==> src/rtl/gamepad_pmod_pkg.sv <==
// Shared definitions for the Gamepad Pmod serial link.
// Contents: emitter FSM state encoding, per-controller slice width, button bit
// positions inside a 12-bit controller slice (MSB first on the wire), and the
// all-ones "controller absent" pattern.
package gamepad_pmod_pkg;

    typedef enum logic [2:0] {
        ST_IDLE     = 3'd0,
        ST_SHIFT_LO = 3'd1,
        ST_SHIFT_HI = 3'd2,
        ST_SETTLE   = 3'd3,
        ST_LATCH    = 3'd4,
        ST_GAP      = 3'd5
    } pmod_state_e;

    localparam int PAD_BITS = 12;

    // Bit index inside one controller slice; BTN_B is sent first.
    localparam int BTN_B      = 11;
    localparam int BTN_Y      = 10;
    localparam int BTN_SELECT = 9;
    localparam int BTN_START  = 8;
    localparam int BTN_UP     = 7;
    localparam int BTN_DOWN   = 6;
    localparam int BTN_LEFT   = 5;
    localparam int BTN_RIGHT  = 4;
    localparam int BTN_A      = 3;
    localparam int BTN_X      = 2;
    localparam int BTN_L      = 1;
    localparam int BTN_R      = 0;

    localparam logic [PAD_BITS-1:0] PAD_ABSENT = 12'hfff;

    // A slice reading all-ones means no controller is plugged in.
    function automatic logic pad_present(input logic [PAD_BITS-1:0] slice);
        return slice != PAD_ABSENT;
    endfunction

endpackage

==> src/rtl/gamepad_pmod_phase_timer.sv <==
// Loadable down-counter shared by every timed emitter state.
// Ports:
//   clk, rst       : system clock, async active-high reset
//   load, load_val : load (duration - 1) when entering a timed state
//   done           : counter is at zero, i.e. this is the state's last cycle
//   done_next      : done will be high in the next cycle (lets the owner
//                    register pulses that line up with the last cycle)
module gamepad_pmod_phase_timer #(
    parameter int CW = 3
) (
    input  logic          clk,
    input  logic          rst,
    input  logic          load,
    input  logic [CW-1:0] load_val,
    output logic          done,
    output logic          done_next
);

    logic [CW-1:0] cnt;

    always_ff @(posedge clk or posedge rst) begin
        if (rst)
            cnt <= '0;
        else if (load)
            cnt <= load_val;
        else if (cnt != '0)
            cnt <= cnt - CW'(1);
    end

    assign done      = (cnt == '0);
    assign done_next = load ? (load_val == '0) : ((cnt == '0) || (cnt == CW'(1)));

endmodule

==> src/rtl/gamepad_pmod_emitter.sv <==
// Transmit side of the Gamepad Pmod link: serialises frame_data MSB first on
// pmod_data/pmod_clk, then pulses pmod_latch, then idles for FRAME_GAP cycles.
// Ports:
//   clk, rst    : system clock, async active-high reset
//   enable      : start / keep free-running frames
//   frame_data  : raw button word, snapshotted at frame start
//   busy        : high from frame start through the end of the gap
//   frame_done  : one-cycle pulse on the last latch cycle
//   pmod_data, pmod_clk, pmod_latch : serial link lines (idle low)
// All outputs are flops fed from the next-state decode, so each line changes
// in the same cycle the FSM enters the corresponding state.
module gamepad_pmod_emitter
    import gamepad_pmod_pkg::*;
#(
    parameter int BIT_WIDTH    = 24,
    parameter int CLK_DIV      = 4,
    parameter int LATCH_CYCLES = 2,
    parameter int FRAME_GAP    = 8
) (
    input  logic                 clk,
    input  logic                 rst,
    input  logic                 enable,
    input  logic [BIT_WIDTH-1:0] frame_data,
    output logic                 busy,
    output logic                 frame_done,
    output logic                 pmod_data,
    output logic                 pmod_clk,
    output logic                 pmod_latch
);

    localparam int MAX_DL = (CLK_DIV > LATCH_CYCLES) ? CLK_DIV : LATCH_CYCLES;
    localparam int MAX_C  = (MAX_DL > FRAME_GAP) ? MAX_DL : FRAME_GAP;
    localparam int CW     = $clog2(MAX_C + 1);
    localparam int BW_W   = $clog2(BIT_WIDTH + 1);

    // Timer holds (duration - 1); zero marks the last cycle of a state.
    localparam logic [CW-1:0] DIV_LOAD   = CW'(CLK_DIV - 1);
    localparam logic [CW-1:0] LATCH_LOAD = CW'(LATCH_CYCLES - 1);
    localparam logic [CW-1:0] GAP_LOAD   = CW'((FRAME_GAP > 0) ? FRAME_GAP - 1 : 0);

    pmod_state_e          state, state_nxt;
    logic [BIT_WIDTH-1:0] shift_reg, shift_nxt;
    logic [BW_W-1:0]      bits_left, bits_nxt;
    logic                 tmr_load, tmr_done, tmr_done_next, start;
    logic [CW-1:0]        tmr_val;

    gamepad_pmod_phase_timer #(.CW(CW)) u_timer (
        .clk       (clk),
        .rst       (rst),
        .load      (tmr_load),
        .load_val  (tmr_val),
        .done      (tmr_done),
        .done_next (tmr_done_next)
    );

    always_comb begin
        state_nxt = state;
        shift_nxt = shift_reg;
        bits_nxt  = bits_left;
        tmr_load  = 1'b0;
        tmr_val   = DIV_LOAD;
        start     = 1'b0;
        case (state)
            ST_IDLE: start = enable;
            ST_SHIFT_LO: begin
                if (tmr_done) begin
                    state_nxt = ST_SHIFT_HI;
                    tmr_load  = 1'b1;
                end
            end
            ST_SHIFT_HI: begin
                // Falling pmod_clk and the next data bit land together.
                if (tmr_done) begin
                    shift_nxt = {shift_reg[BIT_WIDTH-2:0], 1'b0};
                    bits_nxt  = bits_left - BW_W'(1);
                    state_nxt = (bits_left == BW_W'(1)) ? ST_SETTLE : ST_SHIFT_LO;
                    tmr_load  = 1'b1;
                end
            end
            ST_SETTLE: begin
                if (tmr_done) begin
                    state_nxt = ST_LATCH;
                    tmr_load  = 1'b1;
                    tmr_val   = LATCH_LOAD;
                end
            end
            ST_LATCH: begin
                if (tmr_done) begin
                    if (FRAME_GAP > 0) begin
                        state_nxt = ST_GAP;
                        tmr_load  = 1'b1;
                        tmr_val   = GAP_LOAD;
                    end else if (enable) begin
                        start = 1'b1;
                    end else begin
                        state_nxt = ST_IDLE;
                    end
                end
            end
            ST_GAP: begin
                if (tmr_done) begin
                    if (enable) start = 1'b1;
                    else        state_nxt = ST_IDLE;
                end
            end
            default: state_nxt = ST_IDLE;
        endcase
        // Frame start is shared by IDLE and the back-to-back path out of the gap.
        if (start) begin
            state_nxt = ST_SHIFT_LO;
            shift_nxt = frame_data;
            bits_nxt  = BW_W'(BIT_WIDTH);
            tmr_load  = 1'b1;
            tmr_val   = DIV_LOAD;
        end
    end

    always_ff @(posedge clk or posedge rst) begin
        if (rst) begin
            state      <= ST_IDLE;
            shift_reg  <= '0;
            bits_left  <= '0;
            busy       <= 1'b0;
            frame_done <= 1'b0;
            pmod_data  <= 1'b0;
            pmod_clk   <= 1'b0;
            pmod_latch <= 1'b0;
        end else begin
            state      <= state_nxt;
            shift_reg  <= shift_nxt;
            bits_left  <= bits_nxt;
            busy       <= (state_nxt != ST_IDLE);
            frame_done <= (state_nxt == ST_LATCH) && tmr_done_next;
            pmod_data  <= ((state_nxt == ST_SHIFT_LO) || (state_nxt == ST_SHIFT_HI))
                          && shift_nxt[BIT_WIDTH-1];
            pmod_clk   <= (state_nxt == ST_SHIFT_HI);
            pmod_latch <= (state_nxt == ST_LATCH);
        end
    end

endmodule

==> config.mk <==
export PLATFORM = sky130hd
export DESIGN_NAME = gamepad_pmod_emitter
export DESIGN_NICKNAME = d
export VERILOG_FILES = /design/src/rtl/gamepad_pmod_pkg.sv /design/src/rtl/gamepad_pmod_phase_timer.sv /design/src/rtl/gamepad_pmod_emitter.sv
export SDC_FILE = /design/constraint.sdc
export NUM_CORES = 1
export LEC_CHECK = 0
export CAP_MARGIN = 0
export CORE_MARGIN = 10
export CORE_UTILIZATION = 40
export CTS_CLUSTER_DIAMETER = 200
export DETAILED_ROUTE_END_ITERATION = 10
export PLACE_DENSITY = 0.65
export SYNTH_ARGS = -nofsm -noshare
export SYNTH_HDL_FRONTEND = slang
export SYNTH_HIERARCHICAL = 1
export SYNTH_SLANG_ARGS = --single-unit
==> constraint.sdc <==
create_clock -name clk -period 5.4 [get_ports clk]
set_clock_uncertainty 0.1 [all_clocks]
set_input_delay 1.08 -clock clk [delete_from_list [all_inputs] [get_ports clk]]
set_output_delay 1.08 -clock clk [all_outputs]
set_load 0.1 [all_outputs]
==> flow_summary.ini <==
[critical_path]
worst_ep_required_time_ns = 5.52
cp_max_fo = 29
cp_data_arrival_time_ns = 3.22
crit_path_start_kind = flop
r2r_slack_ns = 2.29
endpoint_kind = flop
crit_type = flop to flop

[placed_design]
port_buffers = 31
place_congestion = 0.7762
dp.cells = 284
dp_hpwl_um = 2776
dpl-instance-area_sq_mm = 0.002362

[logic_synthesis]
ys_ff_latch = 41
ys_seq_area_share_pct = 50.21
synthTopCellsByCount = dfrtp_1 (41), inv_1 (32), a222oi_1 (22)
yosys_warnings = 6
synth_area_per_cell_sq_um = 10.37
synth.area.top_cells = dfrtp_1 (50%), a222oi_1 (11%), inv_1 (5.9%)
synth_top_area_cell = dfrtp_1
yosysTopAreaCellShare_pct = 50.21
ys_types = 42
yosysMostFrequentCell = dfrtp_1
synth_ff_type = dfrtp_1
syn_area_sq_mm = 0.002043
synth_edf_count = 0
ys_async_sr_fraction_pct = 100.0
synthCells = 197

[timing]
tightest_slew_ns = 1.057
fmax_mhz = 322.0
slew_headroom_pct = 29.54
setup_violations = 0
rsz0062_at_grt = false
layout_min_cycle_time_ns = 3.105
finalCritPeriodShare_pct = 57.51
finalHoldViolCount = 0
drv_slew = 0
final.setup.tns_ns = 0
holdWs_ns = 0.3988

[clocking]
cts.sinks = 41
cts_setup_buffers = 0
cts_buffers = 5
cts_resized = 0
cts_tree = done
clockBufferDepth = 2
htreeDepth = 2
root_buffer = clkbuf_8
cts.clk_slew.worst_paths_ns = 0.09
hold_buffers = 0
insertion_delay_ns = 0.29

[final_layout]
n_fill_cell = 457
areaGrowthSynthToFinish_pct = 21.25
nNetsFinal = 255
drive_gt1_share_pct = 8.000
finalInstanceArea_sq_mm = 0.002477
final_util_pct = 51.10
insertedDiodeCount = 0
largest_reg_flops = 24
final_cells = 292

[floorplan]
die_x_um = 91.47
die_area_sq_mm = 0.008367
rows = 25
start_util_pct = 42.14
core_sq_mm = 0.004848
die_h_um = 91.47
ios = 32

[power_and_ir_drop]
p_leak_nw = 1.157
peakVddDrop_v = 0.0003110
p_per_area_mw_per_mm2 = 532.2

[grt]
grt_max_degree = 38
grt_overflow = 0
grt_pass1_vias = 1515
track_usage_pct = 10.30
antenna_found_initial = 0
grt_pass1_wl_um = 7279

[drt]
vias_per_cell = 5.325
drtIter0Drc = 173
num_vias = 1555
drt_pre_antenna_iters = 7
wirelength_um = 4168
drc_errors = 0
postRouteAntennaNets = 0
wl_per_cell_um = 14.27

[worst_hold_path]
hp-class = flop to flop

[flow_run]
max-cap-violations = 0

[outcome]
outcome = finished clean
## final cells by class
cell class	instances	area, sq um	area share, %
sequential	41	1026	41.41
clock buffer	5	68.82	2.778
clock inverter	3	46.29	1.869
inverter	32	120.1	4.848
timing repair buffer	32	317.8	12.83
multi-input combinational	112	814.5	32.88
tap	67	83.83	3.384
## per-layer routing
metal	wire length, um	share of wire, %	global-route usage (%)	vias up
li1	-	-	-	764
met1	2056	49	13.20	746
met2	1916	46	16.35	43
met3	181	4.3	3.374	2
met4	14	0.34	2.350	0
met5	0	0	0	-
## power breakdown
part / switching (mW) / total [mW] / internal, mW
registers: 0.105 / 0.545 / 0.440
logic: 0.303 / 0.527 / 0.224
clock network: 0.108 / 0.246 / 0.138
total: 0.517 / 1.32 / 0.802
## through the flow
step | total power [mW] | worst slack (ns)
CTS | 1.335 | 2.292
detailed placement | 1.084 | 2.012
floorplan | 0.9808 | 3.037
global route | 1.433 | 2.042
finish | 1.319 | 2.295
global placement | 1.074 | 2.063
## logic make-up (layout without fill, tap and decap cells)
| kind of cell | Yosys count | in the layout | synth area share (%) |
|---|---|---|---|
| AO/OA/AOI/OAI | 54 | 54 | 21.37 |
| multiplexers | 4 | 4 | 2.143 |
| adder cells (fa/ha/maj) | 4 | 4 | 2.450 |
| XOR/XNOR | 2 | 2 | 0.8575 |
| AND/OR/NAND/NOR | 44 | 44 | 12.31 |
| buffers and inverters | 46 | 72 | 10.29 |
| flip-flops | 41 | 41 | 50.21 |
| other | 2 | 4 | 0.3676 |
## layout by cell type (no fill, tap or decap), types with 2 or more instances in the layout
master	Yosys	routed
dfrtp_1	41	41
inv_1	32	32
clkdlybuf4s50_1	0	31
a222oi_1	22	22
o21ai_0	12	12
nor2_1	11	11
nand2_1	9	9
nor3_1	5	5
a21oi_1	5	5
clkbuf_8	0	5
or3_1	4	4
ha_1	4	4
conb_1	2	4
mux2_2	3	3
and3_1	2	2
o21a_1	2	2
xnor2_1	2	2
a211oi_1	2	2
o21ai_1	2	2
nand3_1	2	2
a22oi_1	2	2
## path summary, 6_finish.rpt
check | startpoint | end | depth (start not counted)
worst min register to register | shift_reg[20]$_DFFE_PP0P_ | shift_reg[20]$_DFFE_PP0P_ | 2
max in group asynchronous | rst | frame_done$_DFF_PP0_ | 3
worst min-delay path | shift_reg[20]$_DFFE_PP0P_ | shift_reg[20]$_DFFE_PP0P_ | 2
min in group asynchronous | rst | u_timer/cnt[3]$_DFFE_PP0P_ | 2
worst max register to register | u_timer/cnt[0]$_DFFE_PP0P_ | bits_left[2]$_DFFE_PP0P_ | 7
worst max-delay path | u_timer/cnt[0]$_DFFE_PP0P_ | bits_left[2]$_DFFE_PP0P_ | 7
## critical path: stages (launching register included)
cell and delay, ns:
dfrtp_1 0.40, inv_1 0.10, ha_1 0.23, nor3b_4 0.64, and4bb_2 0.78, a221oi_4 0.25
or3_1 0.40, a21oi_2 0.13
No activity file was read; power rests on OpenSTA's default activity.
